$ cat src/rtl/mult_pkg.sv
// rtl/mult_pkg.sv - shared state encoding and width constants for the Booth multiplier
package mult_pkg;

    localparam int OP_W  = 32;
    localparam int ITER  = 32;
    localparam int ACC_W = 33;
    localparam int CNT_W = $clog2(ITER);

    typedef enum logic [1:0] {
        IDLE = 2'd0,
        RUN  = 2'd1,
        DONE = 2'd2
    } state_t;

endpackage

$ cat src/rtl/booth_addsub.sv
// rtl/booth_addsub.sv - combinational 33-bit Booth add/subtract of accumulator and multiplicand
module booth_addsub
    import mult_pkg::*;
(
    input  logic [ACC_W-1:0] acc,
    input  logic [ACC_W-1:0] m,
    input  logic [1:0]       sel,
    output logic [ACC_W-1:0] sum
);

    // sel is the Booth pair {P[1], P[0]}: 01 adds M, 10 subtracts M, 00/11 pass through
    always_comb begin
        sum = acc;
        case (sel)
            2'b01:   sum = acc + m;
            2'b10:   sum = acc - m;
            default: sum = acc;
        endcase
    end

endmodule

$ cat src/rtl/booth_mult.sv
// rtl/booth_mult.sv - radix-2 Booth 32x32 signed multiplier; ovf output built with MULT_OVF_EN
module booth_mult
    import mult_pkg::*;
(
    input  logic                clock,
    input  logic                reset,
    input  logic                start,
    input  logic [OP_W-1:0]     x,
    input  logic [OP_W-1:0]     y,
    output logic                busy,
    output logic                done,
    output logic [2*OP_W-1:0]   prod
`ifdef MULT_OVF_EN
    ,
    output logic                ovf
`endif
);

    localparam int P_W = ACC_W + OP_W + 1;

    state_t           state;
    logic [P_W-1:0]   p;
    logic [ACC_W-1:0] m;
    logic [CNT_W-1:0] cnt;
    logic [ACC_W-1:0] acc_next;

    booth_addsub u_addsub (
        .acc (p[P_W-1:OP_W+1]),
        .m   (m),
        .sel (p[1:0]),
        .sum (acc_next)
    );

    // busy/done are registered from the state held during the previous cycle,
    // so done and the new prod appear together one cycle after the FSM enters DONE.
    always_ff @(posedge clock) begin
        if (!reset) begin
            state <= IDLE;
            busy  <= 1'b0;
            done  <= 1'b0;
            prod  <= '0;
            p     <= '0;
            m     <= '0;
            cnt   <= '0;
`ifdef MULT_OVF_EN
            ovf   <= 1'b0;
`endif
        end else begin
            case (state)
                IDLE, DONE: begin
                    busy <= 1'b0;
                    done <= (state == DONE);
                    if (state == DONE) begin
                        prod <= p[2*OP_W:1];
`ifdef MULT_OVF_EN
                        ovf  <= !((&p[2*OP_W:OP_W]) || !(|p[2*OP_W:OP_W]));
`endif
                    end
                    if (start) begin
                        m     <= {x[OP_W-1], x};
                        p     <= {{ACC_W{1'b0}}, y, 1'b0};
                        cnt   <= '0;
                        state <= RUN;
                    end else begin
                        state <= IDLE;
                    end
                end
                RUN: begin
                    busy <= 1'b1;
                    done <= 1'b0;
                    p    <= {acc_next[ACC_W-1], acc_next, p[OP_W:1]};
                    cnt  <= cnt + 1'b1;
                    if (cnt == CNT_W'(ITER - 1))
                        state <= DONE;
                end
                default: state <= IDLE;
            endcase
        end
    end

endmodule

$ cat config.mk
export PLATFORM = sky130hd
export DESIGN_NAME = booth_mult
export DESIGN_NICKNAME = d
export VERILOG_FILES = /design/src/rtl/mult_pkg.sv /design/src/rtl/booth_addsub.sv /design/src/rtl/booth_mult.sv
export SDC_FILE = /design/constraint.sdc
export NUM_CORES = 1
export LEC_CHECK = 0
export BUFFER_PORTS_ARGS = -buffer_cell sky130_fd_sc_hd__buf_2
export CAP_MARGIN = 10
export CORE_UTILIZATION = 53
export CTS_BUF_LIST = sky130_fd_sc_hd__clkbuf_4 sky130_fd_sc_hd__clkbuf_8
export DETAILED_ROUTE_END_ITERATION = 6
export GPL_TIMING_DRIVEN = 0
export HOLD_SLACK_MARGIN = 0.03
export PLACE_DENSITY = 0.78
export SETUP_SLACK_MARGIN = 0.1
export SYNTH_ARGS = -nofsm -noshare
export SYNTH_HDL_FRONTEND = slang
export SYNTH_SLANG_ARGS = --single-unit
$ cat constraint.sdc
create_clock -name clock -period 4.2 [get_ports clock]
set_clock_uncertainty 0.2 [all_clocks]
set_input_delay 1.05 -clock clock [delete_from_list [all_inputs] [get_ports clock]]
set_output_delay 1.05 -clock clock [all_outputs]
set_load 0.01 [all_outputs]
# After elaboration in Yosys (flattened, before gate mapping)
# Cells that the tools add are included.
dict set report word_totals {
  ff_bits 171
  inputBits 67
  elab_cells 33
}
dict set report op_classes {
  addsub 3
  eq_ne 7
  mux 10
  reduce_logical 6
}
# operator n
set op_table {}
lappend op_table {{case mux 66 bit (2 select lines)} 1}
lappend op_table {{2-to-1 mux 66 bit} 1}
lappend op_table {{case mux 33 bit (2 select lines)} 1}
lappend op_table {{adder 33 bit} 1}
lappend op_table {{subtractor 33 bit} 1}
lappend op_table {{case mux 5 bit (2 select lines)} 1}
lappend op_table {{AND reduction 2 bit} 3}
lappend op_table {{adder 5 x 1 -> 5 bit, second input constant} 1}
lappend op_table {{== test 5 bit, second input constant} 1}
lappend op_table {{2-to-1 mux 5 bit} 1}
lappend op_table {{== test 2 x 1 -> 1 bit, second input constant} 2}
lappend op_table {{== test 2 bit, second input constant} 2}
lappend op_table {{!= test 2 bit, second input constant} 2}
lappend op_table {{case mux 1 bit (2 select lines)} 2}
lappend op_table {{case mux 2 bit (2 select lines)} 1}
lappend op_table {{zero test 2 bit} 1}
lappend op_table {{2-to-1 mux 2 bit} 1}
lappend op_table {{nonzero test 2 bit} 1}
lappend op_table {{OR reduction 2 bit} 1}
lappend op_table {{2-to-1 mux 1 bit} 1}

# Longest topological paths before layout
# Gate-level depths: netlist (run 1).
dict set report logic_depth {
  depth_word 4
  ltp_mapped 17
}

# Cells and area by module
# A second synthesis (run 1) with hierarchy kept.
dict set report hier_totals {
  hier_cells 1143
  area_unflattened_um2 9066.2
}
# module n_inst cells_per_inst area_per_inst_um2 seq_area_each_um2
set by_module_without_submodules {}
lappend by_module_without_submodules {booth_mult 1 676 5990.7 3403.3}
lappend by_module_without_submodules {booth_addsub 1 467 3075.4 0.0}

# Worst setup path before layout (run 1)
# OpenSTA, ideal clock, no wires.
dict set report synth_path {
  path_kind {register to register}
  start {register m[2]}
  end {register p[64]}
  setup_ns 0.072
  arrival_time_ns 3.689
  required_ns 3.928
  setup_slack_ns 0.239
  path_stages_with_launch 17
  path_buffers 0
  synth_period_minus_slack_ns 3.961
  path_cell_list {dfxtp_1 > nor3_1 > nand4_1 > nor4_2 > nor3b_2 > nand2_1 > nor2_1 > a21oi_1 > xnor2_1 > ha_1 > and3_1 > nand4_1 > or3_1 > o22a_1 > a31o_2 > nor3_1 > mux2i_1}
}
dict set report synth_via {
  elab_chain_cells 3
}
# item line_no
set synth_rtl {}
lappend synth_rtl {{from (decl)} booth_mult.sv:23} ;# logic [ACC_W-1:0] m;
lappend synth_rtl {{from (signal assigned)} booth_mult.sv:60} ;# m <= {x[OP_W-1], x};
lappend synth_rtl {{subtractor 33 bit or adder 33 bit (tied branches)} {booth_addsub.sv:16, booth_addsub.sv:15}}
lappend synth_rtl {{case mux 33 bit (2 select lines) (*)} booth_addsub.sv:14} ;# case (sel)
lappend synth_rtl {{case mux 66 bit (2 select lines) (*)} booth_mult.sv:49} ;# case (state)
lappend synth_rtl {{to (signal assigned)} booth_mult.sv:61} ;# p <= {{ACC_W{1'b0}}, y, 1'b0};
lappend synth_rtl {{to (signal assigned)} booth_mult.sv:71} ;# p <= {acc_next[ACC_W-1], acc_next, p[OP_W:1]};
lappend synth_rtl {{to (decl)} booth_mult.sv:22} ;# logic [P_W-1:0] p;
# Mark *: on every way between the ends. The rest lies on a longest branch, timed or not.
# A chain may end at the register's enable or synchronous reset.

# Final worst setup path (run 1)
dict set report layout_path {
  start {register m[4]}
  end {register p[64]}
}
# The elaborated chain is that of the path after synthesis.

==> flow_summary_export.csv, run 1 <==
group,metric,value,unit
global_routing,grt.total_usage,0.2848,
sta,setup_viol,0,
clock_network,clk_pin_slew,0.10,ns
logic_synthesis,netlist.area_leader.share,0.3932,
floorplan,start_util,0.5448,
logic_synthesis,syn-mean-instance-area,7.776,µm²
sta,finalMaxSlewViolations,0,
clock_network,clock_sinks,170,
logic_synthesis,syn-num-nets,1217,
clock_network,htreeDepth,4,
setup_path,arrival,4.24,ns
floorplan,dieArea,0.01684,mm²
route,drt_iter0_markers,698,
power_and_ir_drop,powerDensity,358.2,mW/mm²
floorplan,core,0.01589,mm²
finish,nFillCells,1433,
sta,rsz0062_at_grt,"true",
setup_path,crit_family,"simple AND/OR/NAND/NOR gates",
route,ant_nets,0,
finish,layout-drive-gt1-share,0.1758,
floorplan,die-width,129.8,µm
sta,final.setup.tns,0,ns
sta,max_freq,245.5,MHz
logic_synthesis,yosys_register_bits,170,
power_and_ir_drop,p_total,3.700,mW
setup_path,crit_chain,"nor3_4, nand4_1, nor4_4, nor3b_4, nand2_2, nor2_4, a21oi_2, xnor2_1, ha_2, buf_4, a21o_1, a21o_1, a21oi_1, o211ai_1, nor3_1, a31o_4, nor3_4, mux2i_1",
clock_network,cts_root_buffer,"clkbuf_8",
logic_synthesis,seq_area_frac_synth,0.3932,
logic_synthesis,synth_area_leaders,"dfxtp_1 39%, nand2_1 11%, a21oi_1 11%",
route,drc_errors,0,
placed_design,port_buffers,132,
clock_network,cts_tree,"yes",
logic_synthesis,synth.distinct_cells,62,
global_routing,overflow,0,
logic_synthesis,synthArstFlopShare,0,
clock_network,clock_path_buffers,2,
job,maxCapViolCount,0,
power_and_ir_drop,vdd_drop_max,203.3,µV
setup_path,endpoint_kind,"flip-flop",
global_routing,grt_pass1_wl,37730,µm
setup_path,critPathRequiredTime,4.36,ns
setup_path,path_buf_inv,1,
route,drt-pass1-iter-count,6,
sta,finalHoldViolations,0,
sta,finalCritPeriodShare,0.9700,
logic_synthesis,ys_top_cells_by_count,"253 x nand2_1, 186 x a21oi_1, 170 x dfxtp_1, 66 x nor2_1, 62 x clkbuf_1",
sta,min_period,4.074,ns
logic_synthesis,synth_edf_count,0,
setup_path,cp_slowest_cell,"dfxtp_4",
setup_path,cp_max_fo,6,
global_routing,first_global_vias,7752,
floorplan,die_h,129.8,µm
clock_network,cts_made_buffers,17,
clock_network,clkLatencyLatePin,0.48,ns
placed_design,gp_congestion,0.9090,
setup_path,max_stage_delay,0.37,ns
placed_design,dpl.hpwl,17660,µm
floorplan,io_pins,133,
floorplan,floorplan.rows,46,
route,via_per_inst,5.813,
power_and_ir_drop,leakagePower,4.162,nW
finish,fin_util,0.6502,
min_path,min_path_type,"flip-flop to flip-flop",
logic_synthesis,synth_area,0.008655,mm²
route,dr_total_vias,8760,
sta,worstMarginPinSlew,0.8375,ns
global_routing,grt_max_degree,19,
route,drt_wl_total,24430,µm
finish,nets,1382,
outcome,outcome,"completed",
sta,slew_headroom,0.4417,
finish,antenna_cells,0,
logic_synthesis,ys.flop_type,"dfxtp_1",
finish,syn2layout_area_growth,19.34,%
setup_path,cp-start-kind,"flip-flop",
logic_synthesis,yosys_warnings,0,
setup_path,critPathKind,"flip-flop to flip-flop",
route,wl_per_cell,16.21,µm
logic_synthesis,yosysTopAreaCell,"dfxtp_1",
logic_synthesis,yosysMostFrequentCell,"nand2_1",
global_routing,grt_antenna_before_repair,0,
logic_synthesis,netlist_instances,1113,
==> layout make-up <==
cell class	instances	area [µm²]	area share
repair buffers	147	773.2	0.07486
well taps	216	270.3	0.02617
multi-input cells	850	5117	0.4955
inverters	21	78.83	0.007632
clock buffers	18	241.5	0.02338
clock inverters	14	151.4	0.01466
flip-flops and latches	170	3411	0.3302
plain buffers	71	285.3	0.02762
==> per-stage QoR <==
step	instance area (µm²)	instances	hold slack, ns	worst slack [ns]
6_report	10330	1507	0.2524	0.1262
2_1_floorplan	8655	1113	0.2455	0.2394
3_3_place_gp	9585	1461	0.2307	-0.5538
5_1_grt	10330	1507	0.2674	-0.1677
3_5_place_dp	9585	1461	0.2356	-0.6215
4_1_cts	10160	1502	0.2508	0.1012
==> registers in the layout, summed over array words and instances (netlist names) <==
| name | cells |
|---|---|
| cnt | 5 |
| busy | 1 |
| p | 65 |
| m | 32 |
| done | 1 |
| state | 2 |
| prod | 64 |
==> worst min-delay path: cells and delay by family (launching register included) <==
kind	cells	cell delay [ns]
AOI/OAI and AO/OA	1	0.05
and+or+nand+nor	1	0.05
DFF	1	0.32
==> final timing paths <==
kind	from	end	slack (ns)	depth (start not counted)
setup / recovery	m[4]	p[64]	0.13	18
hold / removal	prod[35]	prod[35]	0.25	2
setup reg to reg	m[4]	p[64]	0.13	18
hold reg to reg	prod[35]	prod[35]	0.25	2
==> layout by cell type, fill, tap and decap left out, types with 13 or more instances in the layout <==
cell      count
dfxtp_1     166
xor2_1       15
a22oi_1      47
a21o_1       22
clkbuf_1     55
buf_2       133
o21ai_0      16
nand2_1     252
ha_1         32
a222oi_1     13
nor3_1       15
buf_4        15
clkbuf_8     18
inv_1        21
a21oi_1     180
nor2_1       65
xnor2_1      36
==> timing repair <==
action	4_1_cts	5_1_grt
setup endpoints to repair	20	13
resized for setup	24	33
pin swaps	5	16
buffers inserted	10	5
hold buffers	0	0
==> kinds of logic (layout without fill, tap and decap cells) <==
logic type | Yosys count | after routing | share of synthesized area
muxes | 4 | 4 | 0.004771
DFF | 170 | 170 | 0.3932
adders and majority gates | 37 | 37 | 0.05436
AOI/OAI and AO/OA | 355 | 355 | 0.2546
and+or+nand+nor | 403 | 403 | 0.2011
xor gates and xnor gates | 51 | 51 | 0.05161
buffers and inverters | 93 | 271 | 0.04034
==> metal layers <==
layer  vias to the layer above  GRT usage  wire length, µm
li1                       4263          -                -
met4                         0     0.1081              612
met2                       353     0.4501            11150
met1                      4097     0.3874            10920
met5                         -          0                0
met3                        47    0.05125             1749
==> power breakdown <==
group,switching (mW),internal [mW]
clock network,0.690,0.452
registers,0.0600,1.66
logic,0.500,0.334
total,1.25,2.45
No activity file was read; power rests on OpenSTA's default activity.
==> run 2: changes to the inputs <==
==> constraint.sdc (replaced) <==
create_clock -name clock -period 4.2 [get_ports clock]
set_clock_uncertainty 0.2 [all_clocks]
set_input_delay 0 -clock clock [delete_from_list [all_inputs] [get_ports clock]]
set_output_delay 0 -clock clock [all_outputs]
set_load 0.01 [all_outputs]
==> flow_summary_export.csv, run 2 (synthesis results as in run 1) <==
group,metric,value,unit
power_and_ir_drop,leakagePower,4.429,nW
setup_path,critPathRequiredTime,4.38,ns
setup_path,critPathKind,"flip-flop to flip-flop",
setup_path,cp_max_fo,8,
route,drc_errors,0,
power_and_ir_drop,pwr-share-clk,0.305,
sta,whs,0.1100,ns
route,wl_per_cell,16.04,µm
min_path,min_path_type,"input pin to flip-flop",
setup_path,cp_slowest_cell,"or4_1",
sta,rsz0062_at_grt,"true",
global_routing,first_global_vias,8090,
route,drt_iter0_markers,688,
sta,finalCritPeriodShare,0.9713,
placed_design,post-place-cells,1461,
floorplan,floorplan.rows,46,
power_and_ir_drop,vdd_drop_max,200.3,µV
finish,antenna_cells,0,
setup_path,endpoint_kind,"flip-flop",
job,maxCapViolCount,0,
finish,largest-register,"p",
finish,biggestRegsByFlops,"p (65), prod (64), m (32)",
global_routing,grt.total_usage,0.2942,
power_and_ir_drop,power_frac_seq,0.460,
placed_design,dpl.hpwl,17660,µm
clock_network,clock_path_buffers,2,
power_and_ir_drop,powerDensity,341.5,mW/mm²
floorplan,start_util,0.5448,
clock_network,htreeDepth,4,
power_and_ir_drop,pwr-share-comb,0.235,
clock_network,clk_pin_slew,0.10,ns
clock_network,cts_made_buffers,17,
clock_network,clock_sinks,170,
power_and_ir_drop,p_total,3.747,mW
sta,finalHoldViolations,0,
power_and_ir_drop,power_switching,1.259,mW
floorplan,die-width,129.8,µm
setup_path,crit_chain,"or4_1, or3_4, nor4_4, nor2_1, xnor2_1, ha_1, clkbuf_2, a21o_1, a21o_1, a21o_1, a21oi_2, nor2b_1, o41ai_2, mux2_1, o22ai_1",
sta,worstMarginPinSlew,0.8938,ns
finish,fin_cells,1571,
outcome,outcome,"completed",
sta,finalMaxSlewViolations,0,
global_routing,grt_antenna_before_repair,0,
sta,setup_ws,0.1205,ns
placed_design,pre_cts_ws,-0.6215,ns
placed_design,port_buffers,132,
clock_network,cts_tree,"yes",
setup_path,max_stage_delay,0.56,ns
route,via_per_inst,5.714,
route,drt_wl_total,25200,µm
sta,setup_viol,0,
route,drt-pass1-iter-count,6,
power_and_ir_drop,p_int,2.489,mW
route,ant_nets,0,
setup_path,cpMostUsedCell,"a21o_1",
sta,min_period,4.079,ns
sta,slew_headroom,0.4041,
finish,final_cell_mix,"252 x nand2_1, 180 x a21oi_1, 166 x dfxtp_1",
floorplan,core,0.01589,mm²
finish,largest_reg_flops,65,
floorplan,dieArea,0.01684,mm²
route,dr_total_vias,8977,
power_and_ir_drop,swShare,0.3359,
global_routing,overflow,0,
sta,max_freq,245.1,MHz
placed_design,gp_congestion,0.9090,
finish,nets,1446,
finish,syn2layout_area_growth,26.77,%
global_routing,grt_pass1_wl,39050,µm
clock_network,clkLatencyLatePin,0.48,ns
floorplan,io_pins,133,
floorplan,die_h,129.8,µm
finish,fin_util,0.6907,
min_path,hold_depth,4,
finish,layout-drive-gt1-share,0.1668,
setup_path,worstRegToRegCells,15,
clock_network,cts_root_buffer,"clkbuf_8",
setup_path,arrival,4.26,ns
finish,final_common_cell,"nand2_1",
global_routing,grt_max_degree,19,
setup_path,cp-start-kind,"flip-flop",
run 2: cell count changes in the layout (fill, tap and decap cells not counted), sizes merged:
cell and change:
buf -1, dlygate4sd3 +65
run 2: what timing repair did:
item                                   4_1_cts  5_1_grt
endpoints found under the hold margin       79        0
setup buffers                               10        4
setup endpoints to repair                   20       13
pin swaps                                    5       16
resized for setup                           24       33
hold buffers                                65        0
run 2: layout make-up:
class                           instances  area, µm²
Inverter                               21      78.83
Fill cell                            1363       4913
Timing Repair Buffer                  211       1416
Sequential cell                       170       3411
Clock buffer                           18      241.5
Tap cell                              216      270.3
Buffer                                 71      285.3
Multi-Input combinational cell        850       5117
Clock inverter                         14      151.4
run 2: final timing paths:
check	startpoint	slack, ns	endpoint
hold / removal	x[23]	0.11	m[23]
setup / recovery	m[18]	0.12	p[63]
hold reg to reg	busy	0.25	busy
setup reg to reg	m[18]	0.12	p[63]
run 2: per-stage QoR:
step,setup TNS [ns],cell area (µm²)
after global placement,-3.104,9585
after detailed placement,-3.832,9585
after CTS,0,10810
final,0,10970
after floorplan,0,8655
after global routing,-0.3709,10970
run 2: layer usage:
layer / vias up / part of all wire / global-route usage / wire length, µm
met5: - / 0 / 0 / 0
met4: 0 / 0.027 / 0.1135 / 688
met3: 51 / 0.062 / 0.05043 / 1556
met2: 334 / 0.46 / 0.4718 / 11570
met1: 4205 / 0.45 / 0.3955 / 11390
li1: 4387 / - / - / -
run 2: power by group through the flow:
stage	registers (mW)	clock network [mW]	logic [mW]
final	1.72	1.14	0.880
after global routing	1.73	1.22	0.956
after CTS	1.72	1.15	0.827
after detailed placement	1.75	0	0.739
after global placement	1.75	0	0.727
after floorplan	1.74	0	0.558
run 2: worst max-delay path: cells and delay by family (launching register included):
kind,cells,cell delay (ns)
DFF,1,0.37
xor gates and xnor gates,1,0.14
AOI/OAI and AO/OA,6,1.15
adders and majority gates,1,0.27
buffers and inverters,1,0.17
and+or+nand+nor,5,1.34
muxes,1,0.36
==> run 3: changes to the inputs <==
- REMOVE_ABC_BUFFERS: not set -> 1
==> flow_summary_export.csv, run 3 (synthesis results as in run 1) <==
group,metric,value,unit
outcome,outcome,"completed",
min_path,worstHoldStart,"start",
power_and_ir_drop,powerDensity,336.9,mW/mm²
setup_path,cp-start-kind,"flip-flop",
finish,syn2layout_area_growth,30.36,%
clock_network,cts_made_buffers,17,
floorplan,die-width,129.8,µm
setup_path,critPathKind,"flip-flop to flip-flop",
route,drt_wl_total,23650,µm
placed_design,placed_area,0.009535,mm²
sta,rsz0062_at_grt,"true",
setup_path,r2r-start,"m[4]",
placed_design,port_buffers,132,
setup_path,arrival,4.29,ns
job,maxCapViolCount,0,
route,drc_errors,0,
power_and_ir_drop,power_switching,1.251,mW
route,met3_length,1279,µm
power_and_ir_drop,power_frac_seq,0.453,
finish,final_cell_mix,"252 x nand2_1, 181 x a21oi_1, 164 x dfxtp_1",
power_and_ir_drop,p_int,2.550,mW
clock_network,clock_sinks,170,
sta,setup_viol,0,
global_routing,grt_max_degree,99,
setup_path,cp_slowest_cell,"dfxtp_4",
sta,finalMaxSlewViolations,0,
setup_path,critPathCapture,"p[63]",
finish,largest_reg_flops,65,
placed_design,dpl.hpwl,14610,µm
finish,fin_cells,1542,
route,dr_total_vias,8782,
route,wl_met1,10280,µm
sta,setup_ws,0.1251,ns
setup_path,r2r_end,"p[63]",
setup_path,crit_family,"simple AND/OR/NAND/NOR gates",
setup_path,critPathRequiredTime,4.42,ns
placed_design,pre_cts_ws,-0.6847,ns
route,ant_nets,0,
setup_path,path_buf_inv,2,
clock_network,clk_pin_slew,0.10,ns
finish,layout-drive-gt1-share,0.1870,
route,via_per_inst,5.695,
finish,multiInputGateArea,0.005179,mm²
sta,whs,0.05527,ns
route,drt-pass1-iter-count,6,
setup_path,endpoint_kind,"flip-flop",
global_routing,grt_pass1_wl,37120,µm
global_routing,overflow,0,
setup_path,crit_path_start,"m[4]",
floorplan,dieArea,0.01684,mm²
placed_design,post-place-cells,1397,
setup_path,worstRegToRegCells,18,
placed_design,gp_congestion,0.8990,
finish,fin_util,0.7102,
floorplan,core,0.01589,mm²
power_and_ir_drop,pwr-share-comb,0.243,
clock_network,cts_root_buffer,"clkbuf_8",
floorplan,start_util,0.5448,
finish,antenna_cells,0,
clock_network,htreeDepth,4,
clock_network,clock_path_buffers,2,
sta,finalHoldViolations,0,
finish,nets,1417,
clock_network,cts_tree,"yes",
finish,final_common_cell,"nand2_1",
route,wl_per_cell,15.34,µm
power_and_ir_drop,pwr-share-clk,0.304,
global_routing,first_global_vias,7871,
clock_network,clkLatencyLatePin,0.49,ns
power_and_ir_drop,vdd_drop_max,225.9,µV
global_routing,grt.total_usage,0.2765,
sta,slew_headroom,0.2486,
power_and_ir_drop,leakagePower,4.522,nW
floorplan,floorplan.rows,46,
setup_path,crit_chain,"nor3_4, nand4_1, buf_6, nor4_4, nor3b_4, nand2_2, nor2_4, a21oi_2, xnor2_2, ha_4, buf_6, a21o_1, a21o_1, a21oi_2, nor2b_2, o41ai_2, mux2_1, o22ai_1",
route,drt_iter0_markers,552,
sta,min_period,4.075,ns
setup_path,cp_max_fo,4,
route,wl_met2,11580,µm
power_and_ir_drop,swShare,0.3292,
min_path,min_path_type,"input pin to flip-flop",
sta,max_freq,245.4,MHz
global_routing,grt_antenna_before_repair,0,
setup_path,rrSetupSlack,0.13,ns
route,route.top_layer_used,"met4",
finish,nFillCells,1297,
floorplan,io_pins,133,
finish,largest-register,"p",
sta,finalCritPeriodShare,0.9702,
sta,worstMarginPinSlew,1.127,ns
setup_path,max_stage_delay,0.37,ns
floorplan,die_h,129.8,µm
finish,biggestRegsByFlops,"p (65), prod (64), m (32)",
finish,seqCellArea,0.003413,mm²
setup_path,cp.depth,18,
finish,finish.instance_area,0.01128,mm²
[run 3: cell count changes in the layout (fill, tap and decap cells not counted), sizes merged]
| cell | change |
|---|---|
| clkbuf | -60 |
| dlygate4sd3 | +29 |
| buf | +2 |
[run 3: per-layer routing]
metal  GRT usage  vias to the layer above
li1            -                     4325
met1      0.3456                     4137
met2      0.4731                      276
met3     0.05125                       44
met4      0.1047                        0
met5           0                        -
[run 3: worst min path at each step]
stage	to	cells after the start
2_1_floorplan	cnt[3]	1
3_3_place_gp	m[8]	3
3_5_place_dp	m[16]	3
4_1_cts	p[29]	4
5_1_grt	p[29]	4
6_report	p[29]	4
[run 3: power groups by stage]
stage | combinational [mW] | sequential (mW) | clock [mW]
floorplan | 0.541 | 1.74 | 0
global placement | 0.700 | 1.75 | 0
detailed placement | 0.734 | 1.75 | 0
CTS | 0.848 | 1.72 | 1.17
global route | 1.00 | 1.73 | 1.24
finish | 0.922 | 1.72 | 1.16
[run 3: final cells by class]
type / count / area share
clock buffer: 18 / 0.02196
tap: 216 / 0.02395
sequential: 170 / 0.3025
timing repair buffer: 253 / 0.1717
multi-input combinational: 850 / 0.4590
clock inverter: 14 / 0.01342
inverter: 21 / 0.007430
[run 3: timing repair]
item,CTS,global route
pin swaps,10,26
setup endpoints to repair,18,12
hold buffers,94,0
gates resized for setup,17,40
setup buffers,10,9
endpoints found under the hold margin,72,0
[run 3: worst min-delay path, delay by kind of cell]
family,cells,cell delay (ns)
AO/OA/AOI/OAI,2,0.34
buffers and inverters,1,0.12
AND/OR/NAND/NOR,1,0.23
[run 3: stage by stage]
stage,TNS [ns],total power [mW]
3_3_place_gp,-387.49,2.450
4_1_cts,0,3.736
3_5_place_dp,-3.277,2.487
6_report,0,3.801
2_1_floorplan,-63.50,2.281
5_1_grt,-0.1189,3.978
